### config.mk
export PLATFORM = sky130hd
export DESIGN_NAME = alu_control_unit
export DESIGN_NICKNAME = d
export VERILOG_FILES = /design/src/rtl/alu_ctrl_pkg.sv /design/src/rtl/alu_op_decode.sv /design/src/rtl/alu_control_unit.sv
export SDC_FILE = /design/constraint.sdc
export NUM_CORES = 1
export LEC_CHECK = 0
export BUFFER_PORTS_ARGS = -buffer_cell sky130_fd_sc_hd__buf_2
export CAP_MARGIN = 20
export CORE_MARGIN = 2
export CORE_UTILIZATION = 42
export DETAILED_ROUTE_END_ITERATION = 12
export PLACE_DENSITY = 0.75
export SYNTH_ARGS = -nofsm -noshare
export SYNTH_HDL_FRONTEND = slang
export SYNTH_SLANG_ARGS = --single-unit
### constraint.sdc
create_clock -name clk -period 1.4 [get_ports clk]
set_input_delay 0.21 -clock clk [delete_from_list [all_inputs] [get_ports clk]]
set_output_delay 0.21 -clock clk [all_outputs]
set_load 0.05 [all_outputs]
### src/rtl/alu_ctrl_pkg.sv
// alu_ctrl_pkg: shared opcode, ALU operation, bus source and control FSM state encodings
package alu_ctrl_pkg;
  localparam logic [3:0] OP_NOP  = 4'h0;
  localparam logic [3:0] OP_LDAC = 4'h1;
  localparam logic [3:0] OP_STAC = 4'h2;
  localparam logic [3:0] OP_ADD  = 4'h3;
  localparam logic [3:0] OP_SUB  = 4'h4;
  localparam logic [3:0] OP_AND  = 4'h5;
  localparam logic [3:0] OP_OR   = 4'h6;
  localparam logic [3:0] OP_XOR  = 4'h7;
  localparam logic [3:0] OP_NOT  = 4'h8;
  localparam logic [3:0] OP_JMP  = 4'h9;
  localparam logic [3:0] OP_JZ   = 4'hA;
  localparam logic [3:0] OP_HALT = 4'hF;
  typedef enum logic [2:0] {
    ALU_PASS = 3'b000, ALU_ADD = 3'b001, ALU_SUB = 3'b010, ALU_AND = 3'b011,
    ALU_OR = 3'b100, ALU_NOT = 3'b101, ALU_INC = 3'b110, ALU_XOR = 3'b111
  } alu_op_t;
  typedef enum logic [2:0] {
    BUS_NONE = 3'b000, BUS_PC = 3'b001, BUS_IR = 3'b010, BUS_MEM = 3'b011, BUS_AC = 3'b100
  } bus_sel_t;
  typedef enum logic [3:0] {
    S_IDLE, S_FETCH1, S_FETCH2, S_FETCH3, S_DECODE, S_EX_ADDR,
    S_EX_MEM, S_EX_ALU, S_EX_STORE, S_EX_JMP, S_HALT
  } state_t;
  function automatic logic is_illegal(input logic [3:0] op);
    return op inside {[4'hB:4'hE]};
  endfunction
endpackage

### src/rtl/alu_op_decode.sv
// alu_op_decode: maps opcode to ALU operation (PASS for non-ALU opcodes)
module alu_op_decode
  import alu_ctrl_pkg::*;
(
  input  logic [3:0] opcode,
  output alu_op_t    alu_op
);
  always_comb begin
    alu_op = ALU_PASS;
    case (opcode)
      OP_ADD: alu_op = ALU_ADD;
      OP_SUB: alu_op = ALU_SUB;
      OP_AND: alu_op = ALU_AND;
      OP_OR:  alu_op = ALU_OR;
      OP_XOR: alu_op = ALU_XOR;
      OP_NOT: alu_op = ALU_NOT;
      default: alu_op = ALU_PASS;
    endcase
  end
endmodule

### src/rtl/alu_control_unit.sv
// alu_control_unit: fetch/decode/execute FSM driving ALU op, bus select and load/strobe enables from state and IR
module alu_control_unit
  import alu_ctrl_pkg::*;
#(
  parameter int reg_width = 12
) (
  input  logic                 clk,
  input  logic                 reset,
  input  logic                 start,
  input  logic [reg_width-1:0] IR,
  input  logic                 z_flag,
  output logic [2:0]           ALU_Operation,
  output logic [2:0]           bus_sel,
  output logic                 ld_AC,
  output logic                 ld_IR,
  output logic                 ld_AR,
  output logic                 ld_PC,
  output logic                 inc_PC,
  output logic                 mem_read,
  output logic                 mem_write,
  output logic                 busy,
  output logic                 halted,
  output logic                 illegal
);
  state_t state_q, state_d;
  alu_op_t dec_op;
  logic [3:0] opcode;
  logic unused_ir;
  assign opcode = IR[11:8];
  assign unused_ir = ^IR;
  alu_op_decode u_dec (.opcode(opcode), .alu_op(dec_op));
  always_ff @(posedge clk) state_q <= !reset ? S_IDLE : state_d;
  always_comb begin
    state_d = state_q;
    case (state_q)
      S_IDLE:     state_d = start ? S_FETCH1 : S_IDLE;
      S_FETCH1:   state_d = S_FETCH2;
      S_FETCH2:   state_d = S_FETCH3;
      S_FETCH3:   state_d = S_DECODE;
      S_DECODE:
        case (opcode)
          OP_LDAC, OP_STAC, OP_ADD, OP_SUB, OP_AND, OP_OR, OP_XOR: state_d = S_EX_ADDR;
          OP_NOT:         state_d = S_EX_ALU;
          OP_JMP, OP_JZ:  state_d = S_EX_JMP;
          OP_HALT:        state_d = S_HALT;
          default:        state_d = S_FETCH1;
        endcase
      S_EX_ADDR:  state_d = opcode == OP_STAC ? S_EX_STORE : S_EX_MEM;
      S_EX_MEM:   state_d = S_EX_ALU;
      S_EX_ALU, S_EX_STORE, S_EX_JMP: state_d = S_FETCH1;
      S_HALT:     state_d = S_HALT;
      default:    state_d = S_IDLE;
    endcase
  end
  always_comb begin
    bus_sel = state_q == S_FETCH1 ? BUS_PC
            : (state_q == S_EX_ADDR || state_q == S_EX_JMP) ? BUS_IR
            : (state_q == S_FETCH3 || (state_q == S_EX_ALU && opcode != OP_NOT)) ? BUS_MEM
            : state_q == S_EX_STORE ? BUS_AC : BUS_NONE;
    ALU_Operation = state_q == S_EX_ALU ? dec_op : ALU_PASS;
    ld_AC     = state_q == S_EX_ALU;
    ld_IR     = state_q == S_FETCH3;
    ld_AR     = state_q == S_FETCH1 || state_q == S_EX_ADDR;
    ld_PC     = state_q == S_EX_JMP && (opcode != OP_JZ || z_flag);
    inc_PC    = state_q == S_FETCH2;
    mem_read  = state_q == S_FETCH2 || state_q == S_EX_MEM;
    mem_write = state_q == S_EX_STORE;
    busy      = state_q != S_IDLE && state_q != S_HALT;
    halted    = state_q == S_HALT;
    illegal   = state_q == S_DECODE && is_illegal(opcode);
  end
endmodule

==> results of run 1 <==
-- what timing repair did --
action / in CTS
pin swaps: 5
buffers inserted: 4
endpoints found under the setup margin: 16
resized for setup: 50
-- per-stage QoR --
stage               cells  setup slack (ns)  hold WS [ns]  setup TNS, ns
CTS                   145            -0.215         0.309          -1.61
detailed placement    138            -0.150         0.547          -1.01
global placement      138            -0.134         0.535         -0.800
floorplan              80            -0.101         0.404         -0.497
-- cells by family after synthesis --
| logic type | after synthesis | share of synthesized area |
|---|---|---|
| buf+inv | 11 | 0.0944 |
| xor+xnor | 2 | 0.0315 |
| flops | 4 | 0.144 |
| compound gates | 24 | 0.272 |
| fa+ha+maj | 4 | 0.0899 |
| simple gates | 35 | 0.369 |
==> results.tsv, run 1 <==
stage	metric	value	unit
run_status	status	stopped before the end	
run_status	haltStage	global routing	
run_status	tool.error	[ERROR DPL-0038] Utilization greater than 100%, impossible to legalize	
floorplanning	die_y	40.4	um
logic_synthesis	synthArstFlopShare	0	
floorplanning	io_pins	32	
placement	io_buffers	23	
logic_synthesis	synthFlopType	dfxtp_1	
logic_synthesis	ys_ff_latch	4	
timing	endpoint_type	primary output	
clock_network	h-tree-depth	1	
logic_synthesis	syn-num-nets	100	
logic_synthesis	yosysTopAreaCell	dfxtp_1	
logic_synthesis	synth_common_cells	8 x nand2_1, 7 x inv_1, 6 x a21oi_1, 6 x nor3_1	
floorplanning	rows	13	
logic_synthesis	synth_top_area_share	0.144	
logic_synthesis	synthTopCellsByArea	dfxtp_1 14%, ha_1 9.0%, a21oi_1 5.4%	
logic_synthesis	postSynthAreaPerCell	6.96	um^2
placement	place_area	976	um^2
clock_network	ctsHoldBuffers	0	
logic_synthesis	synth_edf_count	0	
global_routing	grt_max_degree	9	
floorplanning	fp.dieW	40.4	um
clock_network	root_buffer	clkbuf_4	
clock_network	cts_buffers	3	
logic_synthesis	syn-instance-count	80	
logic_synthesis	ys_warn_count	0	
placement	hpwl	1350	um
placement	place_congestion	0.832	
logic_synthesis	yosysSeqAreaShare	0.144	
timing	worst_endpoint	illegal	
clock_network	clockBufferDepth	2	
logic_synthesis	syn_area	557	um^2
clock_network	cts.sinks	4	
floorplanning	start_util	0.439	
logic_synthesis	synth_most_common_cell	nand2_1	
logic_synthesis	synth.distinct_cells	31	
==> inputs of run 2 (changes only) <==
--- a/config.mk
+++ b/config.mk
@@ -7,10 +7,10 @@
 export LEC_CHECK = 0
 export BUFFER_PORTS_ARGS = -buffer_cell sky130_fd_sc_hd__buf_2
 export CAP_MARGIN = 20
-export CORE_MARGIN = 2
-export CORE_UTILIZATION = 42
+export CORE_AREA = 2 2 63 65
 export DETAILED_ROUTE_END_ITERATION = 12
-export PLACE_DENSITY = 0.75
+export DIE_AREA = 0 0 65 67
+export PLACE_DENSITY_LB_ADDON = 0.15
 export SYNTH_ARGS = -nofsm -noshare
 export SYNTH_HDL_FRONTEND = slang
 export SYNTH_SLANG_ARGS = --single-unit
==> run 2 against run 1 <==
  * The flow now finishes, with violations (negative setup slack)
  * Area after synthesis did not move
  * Synthesized cell count did not move
==> results.tsv, run 2 <==
stage	metric	value	unit	change
run_status	status	complete, but fails checks		
run_status	violations	negative setup slack		
logic_synthesis	synth_fa_ha_area_frac	0.0899		unchanged
detailed_routing	viasPerCell	4.27		
floorplanning	core_area	3610	um^2	
detailed_routing	vias	799		
logic_synthesis	syn-instance-count	80		unchanged
timing	min_period	1.58	ns	
timing	period_share	1.13		
min_path	hp-class	in -> reg		
logic_synthesis	synth_compound_area_frac	0.272		unchanged
timing	fin_ws	-0.177	ns	
detailed_routing	ant_nets	0		
logic_synthesis	synth_top_area_share	0.144		unchanged
timing	rsz0062_at_grt	yes		
timing	slew_violations	0		
logic_synthesis	synth.distinct_cells	31		unchanged
placement	dp_cells	178		+29%
global_routing	grt_pass1_wl	3480	um	
detailed_routing	drc	0		
placement	place_area	1080	um^2	+11%
logic_synthesis	synthTopCellsByArea	dfxtp_1 14%, ha_1 9.0%, a21oi_1 5.4%		
cells_and_area	layout_common_cells	25 x buf_4, 22 x buf_6, 6 x nor3_4, 6 x buf_8		
global_routing	grt_pass1_vias	789		
logic_synthesis	synthFlopType	dfxtp_1		
logic_synthesis	synth_xor_area_frac	0.0315		unchanged
detailed_routing	drt_wl_total	2100	um	
placement	hpwl	1620	um	+20%
global_routing	grt.overflow.total	0		
clock_network	clk_pin_slew	0.03	ns	
setup_path	required	1.19	ns	
placement	io_buffers	23		unchanged
setup_path	path_buf_inv	1		
cells_and_area	ff_latch_area	95.1	um^2	
logic_synthesis	ys_ff_latch	4		unchanged
logic_synthesis	synth_most_common_cell	nand2_1		
logic_synthesis	syn-num-nets	100		unchanged
clock_network	clkLatencyLatePin	0.21	ns	
setup_path	critPathCaptureType	output port		
setup_path	crit_slowest_cell	dfxtp_4		
cells_and_area	final_cells	187		
setup_path	r2r-start	state_q[0]		
cells_and_area	nFillCells	369		
logic_synthesis	yosysTopAreaCell	dfxtp_1		
placement	place_congestion	0.719		-14%
detailed_routing	dr.pass1.iters	3		
logic_synthesis	postSynthAreaPerCell	6.96	um^2	unchanged
timing	slew_headroom	0.789		
pwr	ir_drop	0.434	mV	
setup_path	critPathMaxFanout	4		
global_routing	track_usage	0.101		
floorplanning	start_util	0.154		-0.284
logic_synthesis	synthSimpleGateAreaFrac	0.369		unchanged
logic_synthesis	yosysSeqAreaShare	0.144		unchanged
setup_path	cp_cell_sequence	nor4b_4 > and2_4 > o221a_4 > buf_8		
setup_path	cp_slowest_stage_delay	0.36	ns	
timing	fmax	0.634	GHz	
clock_network	cts_buffers	3		unchanged
setup_path	crit_path_start_kind	flop		
floorplanning	die_y	67	um	+66%
min_path	min_from	reset		
detailed_routing	wire_per_inst	11.2	um	
cells_and_area	multi_input_area	704	um^2	
global_routing	antenna_found_initial	0		
logic_synthesis	synth_edf_count	0		unchanged
run	cap_violations	0		
timing	worstMarginPinSlew	0.314	ns	
cells_and_area	top_register	state_q		
pwr	power_density	1040	nW/um^2	
floorplanning	rows	22		+9
pwr	total_power	1.59	mW	
cells_and_area	nets	161		
timing	skew	0.00216	ns	
clock_network	cts.sinks	4		unchanged
clock_network	cts_tree	done		
floorplanning	dieArea	4360	um^2	
pwr	p_leak	0.618	nW	
logic_synthesis	synthArstFlopShare	0		unchanged
global_routing	grt_max_degree	9		
cells_and_area	syn_to_final_growth	176	%	
cells_and_area	final_cell_area	1530	um^2	
timing	hold_viol	0		
timing	setup_viol	13		
setup_path	worstPathArrival	1.37	ns	
logic_synthesis	synth_mux_area_frac	0		unchanged
floorplanning	io_pins	32		unchanged
setup_path	cp_top_family	simple AND/OR/NAND/NOR gates		
clock_network	h-tree-depth	1		unchanged
cells_and_area	top_regs	state_q x4		
cells_and_area	final_common_cell	buf_4		
cells_and_area	largest_reg_flops	4		
cells_and_area	diodes	0		
logic_synthesis	synth_common_cells	8 x nand2_1, 7 x inv_1, 6 x a21oi_1, 6 x nor3_1		
setup_path	crit_path_start	state_q[3]		
clock_network	root_buffer	clkbuf_8		
logic_synthesis	synth_top_family_by_area	simple AND/OR/NAND/NOR gates		
clock_network	ctsHoldBuffers	0		unchanged
cells_and_area	drive_above_1_share	0.784		
detailed_routing	drt_iter0_markers	4		
logic_synthesis	ys_warn_count	0		unchanged
floorplanning	fp.dieW	65	um	+61%
clock_network	clockBufferDepth	2		unchanged
setup_path	path_class	reg -> out		
logic_synthesis	syn_area	557	um^2	unchanged
==> run 2: cell counts after synthesis <==
Identical to the previous run, type by type.
==> run 2: cell type report <==
cell class              count  share of cell area
well taps                  48              0.0392
flip-flops and latches      4              0.0620
repair buffers             60               0.385
inverters                   7              0.0277
multi-input cells          65               0.459
clock buffers               3              0.0269
==> run 2: repair_timing <==
action                     CTS  global route
pin swaps                    7            10
gates resized for setup     62            34
setup buffers                4             3
setup endpoints to repair   17            16
==> run 2: kinds of logic after synthesis <==
logic type               Yosys count
AO/OA/AOI/OAI                     24
XOR/XNOR                           2
adder cells (fa/ha/maj)            4
buffers and inverters             11
flip-flops                         4
AND/OR/NAND/NOR                   35
==> run 2: tightest hold or removal path: stages <==
cell and delay, ns:
buf_2 0.07, o21ai_1 0.11, nor2_1 0.13
==> run 2: worst paths after layout <==
kind                                    to  slack [ns]  cells after the start
worst min-delay path            state_q[2]        0.35                      3
worst max-delay path               illegal       -0.18                      4
worst min register to register  state_q[0]        0.59                      2
worst max register to register  state_q[0]        0.11                      6
==> run 2: per-layer routing <==
layer	up-vias	global-route usage	routed length (um)
met5	-	0	0
met4	0	0	0
met3	0	0.0270	93
met2	18	0.180	1120
met1	371	0.129	883
li1	410	-	-
==> run 2: where the power goes <==
part | internal (mW) | switching [mW] | leakage (nW) | total [mW]
sequential | 0.149 | 0.0645 | 0.0356 | 0.213
combinational | 0.535 | 0.606 | 0.560 | 1.14
clock | 0.183 | 0.0534 | 0.0216 | 0.236
==> run 2: per-stage QoR <==
| step | hold WS, ns | TNS, ns | utilization | setup slack [ns] |
|---|---|---|---|---|
| 6_report | 0.351 | -1.03 | 0.425 | -0.177 |
| 5_1_grt | 0.370 | -1.72 | 0.425 | -0.241 |
| 4_1_cts | 0.348 | -1.18 | 0.379 | -0.201 |
| 3_5_place_dp | 0.569 | -1.31 | 0.300 | -0.183 |
| 3_3_place_gp | 0.563 | -1.27 | 0.300 | -0.173 |
| 2_1_floorplan | 0.404 | -0.497 | - | -0.101 |
No activity file was read; power rests on OpenSTA's default activity.
==> inputs of run 3 (changes only) <==
--- a/config.mk
+++ b/config.mk
@@ -8,8 +8,10 @@
 export BUFFER_PORTS_ARGS = -buffer_cell sky130_fd_sc_hd__buf_2
 export CAP_MARGIN = 20
 export CORE_AREA = 2 2 63 65
+export CTS_CLUSTER_DIAMETER = 30
 export DETAILED_ROUTE_END_ITERATION = 12
 export DIE_AREA = 0 0 65 67
+export GPL_TIMING_DRIVEN = 0
 export PLACE_DENSITY_LB_ADDON = 0.15
 export SYNTH_ARGS = -nofsm -noshare
 export SYNTH_HDL_FRONTEND = slang
==> run 3 against run 2 <==
  * The run still ends with negative setup slack left
  * Cell count decreased by 9.1%
  * Hold slack gained 0.017 ns
  * Sequential power decreased by 5%
  * First-iteration DRC count grew to 2.5 times the previous value
  * Clock power hardly changed
  * Register-to-register slack improved by 0.04 ns
  * Core utilization fell by 5.9 points
  * Combinational power is 13% lower
  * Non-clock buffer count shrank 17
  * Fmax is 0.53% lower
  * Count of clock-buffer cells in the layout stayed put
  * Largest cell class unchanged
  * Highest routed layer unchanged
==> results.tsv, run 3 (same netlist as run 2, synthesis figures left out) <==
stage	metric	value	unit	change
floorplanning	fp.dieW	65	um	unchanged
placement	io_buffers	23		unchanged
floorplanning	io_pins	32		unchanged
run_status	status	complete, but fails checks		
pwr	p_leak	0.502	nW	-19%
detailed_routing	dr.pass1.iters	4		+1
timing	slew_headroom	0.728		-0.0609
cells_and_area	drive_above_1_share	0.738		-0.0465
setup_path	required	1.19	ns	about the same
clock_network	clkLatencyLatePin	0.21	ns	about the same
placement	hpwl	1450	um	-10%
setup_path	path_buf_inv	4		+3
global_routing	grt_pass1_wl	3190	um	-8.3%
timing	skew	0.00254	ns	+0.000379 ns
detailed_routing	vias	738		-7.6%
setup_path	crit_path_start_kind	flop		
global_routing	grt.overflow.total	0		unchanged
detailed_routing	viasPerCell	4.34		+1.6%
clock_network	clk_pin_slew	0.03	ns	about the same
pwr	power_density	1090	nW/um^2	+4.7%
setup_path	cp_cell_sequence	buf_4 > buf_12 > inv_6 > o21ai_4 > a211oi_4 > buf_6		
setup_path	cp_top_family	buffers and inverters		
timing	hold_viol	0		unchanged
cells_and_area	nets	144		-11%
run	cap_violations	0		unchanged
cells_and_area	top_register	state_q		
min_path	hold_path_depth	3		unchanged
global_routing	antenna_found_initial	0		unchanged
timing	fin_ws	-0.185	ns	-0.00847 ns
global_routing	grt_max_degree	11		+2
setup_path	worstRegToRegCells	6		unchanged
pwr	total_power	1.43	mW	-9.9%
cells_and_area	layout_common_cells	15 x buf_6, 14 x buf_4, 6 x buf_8		
cells_and_area	fin_util	0.366		-0.0590
clock_network	ctsHoldBuffers	0		unchanged
setup_path	worstPathArrival	1.38	ns	about the same
setup_path	critPathMaxFanout	7		+3
pwr	ir_drop	0.461	mV	+6.2%
global_routing	grt_pass1_vias	676		-14%
floorplanning	start_util	0.154		unchanged
detailed_routing	drc	0		unchanged
min_path	hp-class	in -> reg		
cells_and_area	final_cells	170		-9.1%
floorplanning	rows	22		unchanged
clock_network	h-tree-depth	1		unchanged
setup_path	path_class	reg -> out		
detailed_routing	ant_nets	0		unchanged
global_routing	track_usage	0.0946		-0.00640
cells_and_area	syn_to_final_growth	137	%	
placement	place_congestion	0.708		-1.6%
timing	rsz0062_at_grt	yes		
clock_network	root_buffer	clkbuf_8		
timing	setup_tns	-1.35	ns	-0.320 ns
cells_and_area	final_common_cell	buf_6		
detailed_routing	drt_iter0_markers	10		+6
timing	holdWs	0.368	ns	+0.0171 ns
floorplanning	core_area	3610	um^2	unchanged
cells_and_area	largest_reg_flops	4		unchanged
run_status	violations	negative setup slack		
timing	worstMarginPinSlew	0.402	ns	+0.0876 ns
clock_network	cts_buffers	3		unchanged
floorplanning	die_y	67	um	unchanged
timing	fmax	0.631	GHz	-0.53%
cells_and_area	diodes	0		unchanged
timing	min_period	1.59	ns	+0.00847 ns
setup_path	crit_slowest_cell	dfxtp_4		
placement	dp_cells	151		-15%
setup_path	ff2ff_setup_slack	0.15	ns	+0.04 ns
cells_and_area	top_regs	state_q x4		
clock_network	cts_tree	done		
timing	setup_viol	14		+1
setup_path	critPathCaptureType	output port		
floorplanning	dieArea	4360	um^2	unchanged
timing	slew_violations	0		unchanged
setup_path	worst-path-stages	6		+2
detailed_routing	wire_per_inst	11.8	um	+5.1%
clock_network	clockBufferDepth	2		unchanged
clock_network	cts.sinks	4		unchanged
detailed_routing	drt_wl_total	2000	um	-4.5%
setup_path	cp_slowest_stage_delay	0.36	ns	about the same
timing	period_share	1.13		+0.00605
## run 3: cell types whose count changed in the layout (fill, tap and decap cells not counted), moves of 2 or more
| cell | previous run | this run |
|---|---|---|
| ha_2 | 0 | 2 |
| nor3_2 | 0 | 2 |
| buf_6 | 22 | 15 |
| o21ai_2 | 3 | 1 |
| nor3_4 | 6 | 4 |
| nor2_4 | 1 | 3 |
| buf_4 | 25 | 14 |
| nor2_2 | 2 | 0 |
| ha_4 | 3 | 1 |
## run 3: what timing repair did
action	CTS	global route
setup endpoints to repair	17	16
setup buffers	7	11
pin swaps	3	12
resized for setup	46	40
## run 3: worst paths after layout
path                            startpoint          to
worst max-delay path            state_q[3]  bus_sel[1]
worst min-delay path                 reset  state_q[2]
worst max register to register  state_q[3]  state_q[1]
worst min register to register  state_q[3]  state_q[0]
## run 3: power breakdown
| part | internal [mW] | leakage (nW) | total [mW] | switching [mW] |
|---|---|---|---|---|
| sequential | 0.148 | 0.0353 | 0.202 | 0.0537 |
| clock | 0.183 | 0.0216 | 0.236 | 0.0531 |
| combinational | 0.427 | 0.446 | 0.997 | 0.570 |
## run 3: final cells by class
cell class | instances | area (um^2)
clock buffers | 3 | 41.3
flip-flops and latches | 4 | 92.6
plain buffers | 3 | 51.3
repair buffers | 40 | 385
well taps | 48 | 60.1
multi-input cells | 65 | 646
inverters | 7 | 45.0
fillers | 359 | 2280
## run 3: worst min-delay path: cells and delay by family
family | cells | cell delay [ns]
compound gates | 1 | 0.12
simple gates | 1 | 0.13
buf+inv | 1 | 0.08
## run 3: stage by stage
step | setup WS [ns] | cell area (um^2)
2_1_floorplan | -0.101 | 701
3_3_place_gp | -0.268 | 876
3_5_place_dp | -0.266 | 876
4_1_cts | -0.263 | 1100
5_1_grt | -0.246 | 1320
6_report | -0.185 | 1320
## run 3: routing by layer
layer / wire [um] / vias up / global-route usage / share of wire
met5: 0 / - / 0 / 0
met4: 0 / 0 / 0 / 0
met3: 88 / 0 / 0.0304 / 0.044
met2: 972 / 22 / 0.156 / 0.49
met1: 944 / 347 / 0.128 / 0.47
li1: - / 369 / - / -
==> inputs of run 4 (changes only) <==
--- a/config.mk
+++ b/config.mk
@@ -7,6 +7,8 @@
 export LEC_CHECK = 0
 export BUFFER_PORTS_ARGS = -buffer_cell sky130_fd_sc_hd__buf_2
 export CAP_MARGIN = 20
+export CELL_PAD_IN_SITES_DETAIL_PLACEMENT = 1
+export CELL_PAD_IN_SITES_GLOBAL_PLACEMENT = 2
 export CORE_AREA = 2 2 63 65
 export CTS_CLUSTER_DIAMETER = 30
 export DETAILED_ROUTE_END_ITERATION = 12
@@ -15,4 +17,5 @@
 export PLACE_DENSITY_LB_ADDON = 0.15
 export SYNTH_ARGS = -nofsm -noshare
 export SYNTH_HDL_FRONTEND = slang
+export SYNTH_HIERARCHICAL = 1
 export SYNTH_SLANG_ARGS = --single-unit
==> run 4 against run 3 <==
  * The flow still finishes with violations (negative setup slack)
  * Sequential power shrank 33%
  * Combinational power fell by 65%
  * Critical path type unchanged
  * Core utilization down 3.1 points
  * Largest power group unchanged
  * Synthesized cell count fell by 1.3%
  * Register-to-register slack got worse by 0.06 ns
  * Cell area is 8.5% lower
  * Critical path depth fell by 1
  * Clock power is 6% higher
  * Setup slack better by 0.049 ns
==> results.tsv, run 4 <==
stage	metric	value	unit	change
setup_path	required	1.19	ns	about the same
detailed_routing	drt_iter0_markers	25		+15
placement	dp_cells	150		-0.66%
cells_and_area	final_cells	166		-2.4%
timing	fin_ws	-0.136	ns	+0.0493 ns
logic_synthesis	syn_area	571	um^2	+2.5%
clock_network	cts.sinks	4		unchanged
timing	holdWs	0.235	ns	-0.134 ns
global_routing	grt_max_degree	12		+1
logic_synthesis	synthFlopType	dfxtp_1		
logic_synthesis	synth_common_cells	8 x nand2_1, 6 x nor2_1, 5 x a21oi_1		
clock_network	clockBufferDepth	2		unchanged
cells_and_area	layout_common_cells	14 x buf_6, 13 x buf_4, 8 x nand2_1		
setup_path	path_class	reg -> out		
timing	fmax	0.651	GHz	+3.2%
logic_synthesis	syn-num-nets	98		-2.0%
global_routing	track_usage	0.108		+0.0135
clock_network	ctsHoldBuffers	0		unchanged
logic_synthesis	ys_ff_latch	4		unchanged
detailed_routing	dr.pass1.iters	3		-1
detailed_routing	drt_wl_total	2140	um	+6.5%
setup_path	worstPathArrival	1.33	ns	-0.05 ns
logic_synthesis	synthTopCellsByArea	dfxtp_1 14%, ha_1 6.6%, nand2_1 5.3%		
cells_and_area	final_common_cell	buf_6		
min_path	hp-class	in -> reg		
cells_and_area	nFillCells	439		+22%
pwr	p_leak	0.501	nW	-0.34%
run	cap_violations	0		unchanged
cells_and_area	drive_above_1_share	0.661		-0.0767
clock_network	cts_tree	done		
timing	skew	0.00420	ns	+0.00166 ns
logic_synthesis	synth_edf_count	0		unchanged
logic_synthesis	postSynthAreaPerCell	7.22	um^2	+3.8%
floorplanning	io_pins	32		unchanged
timing	slew_headroom	0.745		+0.0173
clock_network	clkLatencyLatePin	0.22	ns	about the same
detailed_routing	wire_per_inst	12.9	um	+9.1%
global_routing	grt_pass1_vias	734		+8.6%
setup_path	crit_path_start_kind	flop		
detailed_routing	ant_nets	0		unchanged
setup_path	critPathCaptureType	output port		
timing	worstMarginPinSlew	0.379	ns	-0.0227 ns
setup_path	critPathMaxFanout	7		unchanged
timing	min_period	1.54	ns	-0.0493 ns
detailed_routing	vias	704		-4.6%
logic_synthesis	synth_top_area_share	0.140		-0.00347
detailed_routing	viasPerCell	4.24		-2.3%
placement	hpwl	1440	um	-0.45%
timing	hold_viol	0		unchanged
detailed_routing	drc	0		unchanged
logic_synthesis	syn-instance-count	79		-1.3%
floorplanning	die_y	67	um	unchanged
placement	place_ws	-0.197	ns	+0.0683 ns
logic_synthesis	yosysSeqAreaShare	0.140		-0.00347
setup_path	cp_slowest_stage_delay	0.36	ns	about the same
global_routing	grt.overflow.total	0		unchanged
timing	setup_viol	12		-2
logic_synthesis	synthArstFlopShare	0		unchanged
global_routing	grt_pass1_wl	3590	um	+13%
floorplanning	dieArea	4360	um^2	unchanged
clock_network	h-tree-depth	1		unchanged
logic_synthesis	ys_warn_count	6		+6
clock_network	root_buffer	clkbuf_8		
run_status	violations	negative setup slack		
placement	io_buffers	23		unchanged
clock_network	cts_buffers	3		unchanged
timing	period_share	1.10		-0.0352
timing	slew_violations	0		unchanged
cells_and_area	top_register	state_q		
setup_path	cp_cell_sequence	buf_8 > o21ai_4 > nand3_2 > a41oi_2 > buf_6		
logic_synthesis	synth_most_common_cell	nand2_1		
global_routing	antenna_found_initial	0		unchanged
floorplanning	rows	22		unchanged
cells_and_area	top_regs	state_q x4		
clock_network	clk_pin_slew	0.03	ns	about the same
pwr	ir_drop	0.251	mV	-46%
setup_path	crit_slowest_cell	dfxtp_4		
pwr	power_density	610	nW/um^2	-44%
floorplanning	fp.dieW	65	um	unchanged
logic_synthesis	yosysTopAreaCell	dfxtp_1		
cells_and_area	largest_reg_flops	4		unchanged
cells_and_area	nets	139		-3.5%
run_status	status	complete, but fails checks		
placement	place_congestion	0.688		-2.8%
cells_and_area	diodes	0		unchanged
floorplanning	core_area	3610	um^2	unchanged
floorplanning	start_util	0.158		+0.00382
logic_synthesis	synth.distinct_cells	37		+19%
cells_and_area	syn_to_final_growth	112	%	
timing	rsz0062_at_grt	yes		
[run 4: logic make-up after synthesis]
kind of cell,after synthesis,synth area share
and+or+nand+nor,42,0.445
AOI/OAI and AO/OA,20,0.237
buffers and inverters,8,0.0811
DFF,4,0.140
adders and majority gates,3,0.0658
xor gates and xnor gates,2,0.0307
[run 4: area by class of cell]
cell class | instances | area (um^2) | share of cell area
Multi-Input combinational cell | 67 | 584 | 0.483
Timing Repair Buffer | 36 | 365 | 0.302
Sequential cell | 4 | 90.1 | 0.0745
Tap cell | 48 | 60.1 | 0.0497
Buffer | 4 | 52.6 | 0.0435
Clock buffer | 3 | 41.3 | 0.0342
Inverter | 4 | 15.0 | 0.0124
[run 4: timing repair]
| action | CTS | global route |
|---|---|---|
| gates resized for setup | 56 | 21 |
| endpoints found under the setup margin | 16 | 16 |
| pin swaps | 7 | 8 |
| gates cloned | 1 | 0 |
| buffers inserted | 8 | 4 |
[run 4: worst paths after layout]
kind | endpoint | start | slack, ns | cells past startpoint
max | bus_sel[1] | state_q[1] | -0.14 | 5
min | state_q[0] | reset | 0.23 | 3
max reg2reg | state_q[2] | state_q[3] | 0.09 | 7
min reg2reg | state_q[0] | state_q[3] | 0.68 | 3
[run 4: through the flow]
step | cell area, um^2 | util | power [mW] | setup TNS (ns)
6_report | 1210 | 0.335 | 0.737 | -0.975
5_1_grt | 1210 | 0.335 | 0.784 | -1.67
4_1_cts | 1090 | 0.302 | 0.710 | -0.828
3_5_place_dp | 768 | 0.213 | 0.376 | -0.694
3_3_place_gp | 768 | 0.213 | 0.375 | -0.684
2_1_floorplan | 593 | - | 0.310 | -1.37
[run 4: routing by layer]
layer,up-vias,GRT usage,wire [um]
li1,357,-,-
met1,330,0.130,934
met2,15,0.187,1090
met3,2,0.0220,91
met4,0,0.0452,21
met5,-,0,0
[run 4: critical path: cells and delay by family, from the launching register on]
kind,cells,cell delay [ns]
compound gates,2,0.34
buf+inv,2,0.31
flops,1,0.36
simple gates,1,0.08
[run 4: power by group]
group          switching [mW]  internal, mW
Sequential             0.0131         0.122
Clock                  0.0652         0.184
Combinational           0.195         0.158
Total                   0.273         0.464
